## src/rtl/fp_int_mul_seq.sv

```systemverilog
// Job sequencer for one bit-serial FP16 x INT multiplier: it holds the activation,
// shifts the weight out MSB-first, then captures the product onto a valid/ready output.
module fp_int_mul_seq #(
    parameter int ACT_WIDTH = 16,
    parameter int MAX_PREC  = 8,
    parameter int EXP_WIDTH = 5,
    parameter int MAN_WIDTH = 14,
    parameter int TIMEOUT   = 24
) (
    input  logic                 clk,
    input  logic                 rst,
    input  logic                 cfg_we,
    input  logic [3:0]           cfg_precision,
    input  logic                 in_valid,
    output logic                 in_ready,
    input  logic [ACT_WIDTH-1:0] in_act,
    input  logic [MAX_PREC-1:0]  in_w,
    output logic [ACT_WIDTH-1:0] mul_act,
    output logic                 mul_w,
    output logic                 mul_valid,
    output logic [3:0]           mul_precision,
    input  logic                 mul_sign,
    input  logic [EXP_WIDTH-1:0] mul_exp,
    input  logic [MAN_WIDTH-1:0] mul_mantissa,
    input  logic                 mul_start_acc,
    output logic                 out_valid,
    input  logic                 out_ready,
    output logic                 out_sign,
    output logic [EXP_WIDTH-1:0] out_exp,
    output logic [MAN_WIDTH-1:0] out_mantissa,
    output logic                 busy,
    output logic                 err_cfg,
    output logic                 err_timeout
);

    localparam int CNT_W = (MAX_PREC > 1) ? $clog2(MAX_PREC) : 1;
    localparam int WD_W  = $clog2(TIMEOUT + 1);

    typedef enum logic [1:0] {IDLE, SHIFT, WAIT} state_t;

    state_t              state, state_nxt;
    logic [MAX_PREC-1:0] w_lat;
    logic [CNT_W-1:0]    cnt;
    logic [CNT_W-1:0]    cnt_init;
    logic [WD_W-1:0]     wd;
    logic                accept, last_bit, capture, expire, cfg_ok, cfg_bad;

    assign in_ready = (state == IDLE) && !out_valid && !cfg_we;
    assign busy     = (state != IDLE);
    assign cnt_init = CNT_W'(mul_precision - 4'd1);

    always_ff @(posedge clk or posedge rst) begin
        if (rst) state <= IDLE;
        else     state <= state_nxt;
    end

    always_comb begin
        // NOTE: every signal gets a default before the case so no path leaves one unassigned (no latches).
        state_nxt = state;
        accept    = 1'b0;
        last_bit  = 1'b0;
        capture   = 1'b0;
        expire    = 1'b0;
        cfg_ok    = 1'b0;
        cfg_bad   = 1'b0;
        case (state)
            IDLE: begin
                if (cfg_we) begin
                    if (cfg_precision != 4'd0 && int'(cfg_precision) <= MAX_PREC) cfg_ok = 1'b1;
                    else                                                          cfg_bad = 1'b1;
                end else if (in_valid && in_ready) begin
                    accept    = 1'b1;
                    state_nxt = SHIFT;
                end
            end
            SHIFT: begin
                last_bit = (cnt == '0);
                // A result strobe is only meaningful once the final weight bit is on the wire.
                if (last_bit) begin
                    capture   = mul_start_acc;
                    state_nxt = mul_start_acc ? IDLE : WAIT;
                end
            end
            WAIT: begin
                if (mul_start_acc) begin
                    capture   = 1'b1;
                    state_nxt = IDLE;
                end else if (wd == WD_W'(TIMEOUT - 1)) begin
                    expire    = 1'b1;
                    state_nxt = IDLE;
                end
            end
            default: state_nxt = IDLE;
        endcase
    end

    // NOTE: sequential state uses non-blocking assignments so every register samples pre-edge values.
    always_ff @(posedge clk or posedge rst) begin
        if (rst) begin
            mul_act       <= '0;
            mul_w         <= 1'b0;
            mul_valid     <= 1'b0;
            mul_precision <= 4'd4;
            w_lat         <= '0;
            cnt           <= '0;
            wd            <= '0;
            out_valid     <= 1'b0;
            out_sign      <= 1'b0;
            out_exp       <= '0;
            out_mantissa  <= '0;
            err_cfg       <= 1'b0;
            err_timeout   <= 1'b0;
        end else begin
            if (cfg_ok)  mul_precision <= cfg_precision;
            if (cfg_bad) err_cfg       <= 1'b1;

            if (accept) begin
                mul_act   <= in_act;
                w_lat     <= in_w;
                cnt       <= cnt_init;
                mul_valid <= 1'b1;
                mul_w     <= in_w[cnt_init];
            end

            if (state == SHIFT) begin
                if (last_bit) begin
                    mul_valid <= 1'b0;
                    mul_w     <= 1'b0;
                    wd        <= '0;
                end else begin
                    cnt   <= cnt - CNT_W'(1);
                    mul_w <= w_lat[cnt - CNT_W'(1)];
                end
            end

            if (state == WAIT && !capture && !expire) wd <= wd + WD_W'(1);

            if (capture) begin
                out_valid    <= 1'b1;
                out_sign     <= mul_sign;
                out_exp      <= mul_exp;
                out_mantissa <= mul_mantissa;
            end else if (out_valid && out_ready) begin
                out_valid <= 1'b0;
            end

            if (expire) err_timeout <= 1'b1;
        end
    end

endmodule

```

## config.mk

```make
export PLATFORM = sky130hd
export DESIGN_NAME = fp_int_mul_seq
export DESIGN_NICKNAME = d
export VERILOG_FILES = /design/src/rtl/fp_int_mul_seq.sv
export SDC_FILE = /design/constraint.sdc
export NUM_CORES = 1
export LEC_CHECK = 0
export BUFFER_PORTS_ARGS = -buffer_cell sky130_fd_sc_hd__buf_4
export CORE_ASPECT_RATIO = 0.75
export CORE_MARGIN = 3
export CORE_UTILIZATION = 49
export DETAILED_ROUTE_END_ITERATION = 12
export GPL_TIMING_DRIVEN = 0
export PLACE_DENSITY = 0.82
export SLEW_MARGIN = 20
export SYNTH_ARGS = -nofsm -noshare
export SYNTH_HDL_FRONTEND = slang
export SYNTH_SLANG_ARGS = --single-unit
```

## constraint.sdc

```tcl
create_clock -name clk -period 2.6 [get_ports clk]
set_input_delay 0.13 -clock clk [delete_from_list [all_inputs] [get_ports clk]]
set_output_delay 0.13 -clock clk [all_outputs]
set_load 0.005 [all_outputs]
```

==> impl_metrics.csv <==
group,metric,value,unit
outcome,outcome,"finished clean",
die,core_area,0.00544,mm2
layout,final_util,76.1,%
route,drt_iter0_drc,93,
worst_setup_path,end_kind,"register",
worst_setup_path,worstPathMaxFanout,9,
sta,setup_violations,0,
global_route,grt_usage,22.0,%
layout,diodes,0,
die,start_util,51.5,%
layout,postLayoutCellArea,0.00414,mm2
global_route,grt_first_pass_wirelength,11.2,mm
logic_synthesis,synthTopCellsByCount,"nand2_1 (78), dfrtp_1 (62), mux2_2 (24)",
sta,finClkSkew,0.0123,ns
die,rows,23,
sta,slew_viol_final,0,
sta,rsz0062_at_grt,"no",
route,detail-route-antenna-nets,0,
route,first_pass_iters,4,
die,fp.dieW,93.3,um
worst_setup_path,path_depth,6,
route,wl_per_cell,14.5,um
die,die_area,0.00666,mm2
job,drv_cap,0,
logic_synthesis,async_flop_share,100,%
clock_network,cts.clk_slew.worst_paths,0.07,ns
power_and_ir_drop,p_leak,2.10,nW
logic_synthesis,syn_inst,252,
logic_synthesis,synth_area_per_cell,11.1,um2
place,place_hpwl,4.91,mm
sta,tns,0,ns
clock_network,cts_max_path_buffers,2,
route,drc_errors,0,
logic_synthesis,synth_most_common_cell,"nand2_1",
clock_network,clock-sinks,63,
layout,nets,451,
worst_setup_path,endpoint,"state[0]",
place,port_buffers,100,
power_and_ir_drop,ir_drop,0.701,mV
worst_setup_path,reg2reg_depth,6,
worst_setup_path,slowest_delay,0.55,ns
logic_synthesis,yosys_warnings,0,
clock_network,clockRootBuffer,"clkbuf_8",
clock_network,post_cts_buffers,0,
die,die_h,71.5,um
clock_network,cts_tree,"built",
place,place_congestion,0.781,
clock_network,numCtsBuffers,9,
sta,tightest_slew,0.491,ns
worst_setup_path,required,2.82,ns
global_route,grt_max_degree,35,
layout,drive_gt1_share,38.6,%
logic_synthesis,syn_nets,314,
place,placed_area,0.00367,mm2
sta,whs,0.00916,ns
logic_synthesis,syn_area,0.00280,mm2
logic_synthesis,netlist.area_leader.share,55.4,%
logic_synthesis,ys_seq_area_share,56.4,%
worst_setup_path,ff2ff_setup_slack,0.34,ns
place,dp_cells,428,
route,via_per_inst,4.97,
logic_synthesis,synth_top_flop_cell,"dfrtp_1",
logic_synthesis,synth_seq_cells,63,
sta,maxClockFrequency,0.443,GHz
sta,period_share,86.8,%
sta,slew_headroom,67.3,%
power_and_ir_drop,powerDensity,1090,mW/mm2
logic_synthesis,synth.distinct_cells,36,
logic_synthesis,synth_edf_count,0,
route,wl,6.79,mm
worst_setup_path,critPathTopFamily,"compound AO/OA/AOI/OAI gates",
route,vias,2329,
sta,hold_viol,0,
global_route,antenna_found_initial,0,
worst_hold_path,hold_path.class,"in2reg",
sta,period_needed,2.26,ns
layout,layoutNonFillerInstCount,469,
logic_synthesis,synth_top_area_cell,"dfrtp_1",
worst_setup_path,critPathKind,"reg2reg",
die,pin_count,101,
clock_network,clk_latency,0.34,ns
global_route,grt_pass1_vias,2416,
clock_network,htree_levels,3,
global_route,gr-total-overflow,0,
worst_setup_path,reg2reg_from,"state[0]",
worst_setup_path,slowest_stage,"a222oi_1",
worst_setup_path,path_cells,"inv_1 -> ha_1 -> nor3b_4 -> nand2_2 -> a222oi_1 -> mux2_1",
worst_setup_path,cp.arrival,2.48,ns
worst_setup_path,worstSetupStartpoint,"state[0]",
layout,area_growth,47.9,%
worst_setup_path,cp-start-kind,"register",
logic_synthesis,synth.area.top_cells,"dfrtp_1 (55%), nand2_1 (10%), mux2_2 (9.7%)",
worst_setup_path,r2r_end,"state[0]",
worst_setup_path,path_buf_inv,1,
-- flip-flops by register name, summed over array words and instances (netlist names) --
signal,cells
cnt,3
err_timeout,1
out_mantissa,14
mul_w,1
out_sign,1
mul_valid,1
out_exp,5
mul_precision,4
w_lat,8
mul_act,16
state,2
wd,5
err_cfg,1
out_valid,1
-- worst register-to-register path, cell delays in order (launching register included) --
cell	delay, ns
dfrtp_1	0.40
inv_1	0.11
ha_1	0.29
nor3b_4	0.25
nand2_2	0.18
a222oi_1	0.55
mux2_1	0.37
-- cells by family (layout without fill, tap and decap cells) --
logic type,after synthesis,in the layout,share of synthesized area (%)
simple gates,103,103,16.0
flops,63,63,56.4
mux,33,33,14.7
compound gates,21,21,5.14
buf+inv,19,161,2.64
fa+ha+maj,8,8,3.58
xor+xnor,5,5,1.56
-- power breakdown --
| group | switching [W] | internal [W] |
|---|---|---|
| Sequential | 0.000291 | 0.00142 |
| Clock | 0.000365 | 0.000592 |
| Combinational | 0.000798 | 0.00106 |
| Total | 0.00145 | 0.00308 |
-- layer usage --
metal	GRT usage, %	wire length (um)
met1	27.1	2860
met2	35.0	3190
met3	8.50	627
met4	8.78	106
met5	0	0
-- worst min path at each step --
stage	from	endpoint	depth (start not counted)	slack (ns)
floorplan	out_ready	out_valid	1	0.23
global placement	out_ready	out_valid	2	0.31
detailed placement	rst	out_exp[4]	2	0.15
CTS	in_act[1]	mul_act[1]	3	0.003
global route	mul_mantissa[2]	out_mantissa[2]	2	0.007
finish	in_act[1]	mul_act[1]	3	0.009
-- area by class of cell --
class | count | area, um2
clock inverter | 3 | 65.1
clock buffer | 13 | 159
inverter | 12 | 47.5
buffer | 7 | 28.8
tap | 75 | 93.8
timing repair buffer | 126 | 1020
multi-input combinational | 170 | 1150
sequential | 63 | 1580
fill | 348 | 1300
-- layout by cell type (no fill, tap or decap), types with 2 or more instances in the layout --
cell type      synthesis  layout
o21bai_1               3       3
xor2_1                 3       3
nor2_1                 5       5
buf_4                  0     100
o21ai_0                9       9
dlygate4sd3_1          0      25
clkbuf_8               0      11
nand2_1               78      78
clkbuf_1               4       6
o211ai_1               2       2
dfrtp_1               62      62
nand3_1                8       8
mux2i_1                4       4
mux4_2                 4       4
ha_1                   8       8
xnor2_1                2       2
mux2_2                24      24
inv_1                 12      11
buf_2                  2       2
bufinv_16              0       2
nand2b_1               3       3
-- through the flow --
step                      setup slack (ns)  power [W]
after floorplan                      0.609    0.00269
after global placement               0.135    0.00345
after detailed placement             0.352    0.00357
after CTS                            0.334    0.00457
after global routing                 0.189    0.00484
final                                0.343    0.00453
-- what timing repair did --
action | CTS | global route
endpoints found under the hold margin | 53 | 0
gates resized for setup | 0 | 0
hold buffers | 25 | 0
No activity file was read; power rests on OpenSTA's default activity.
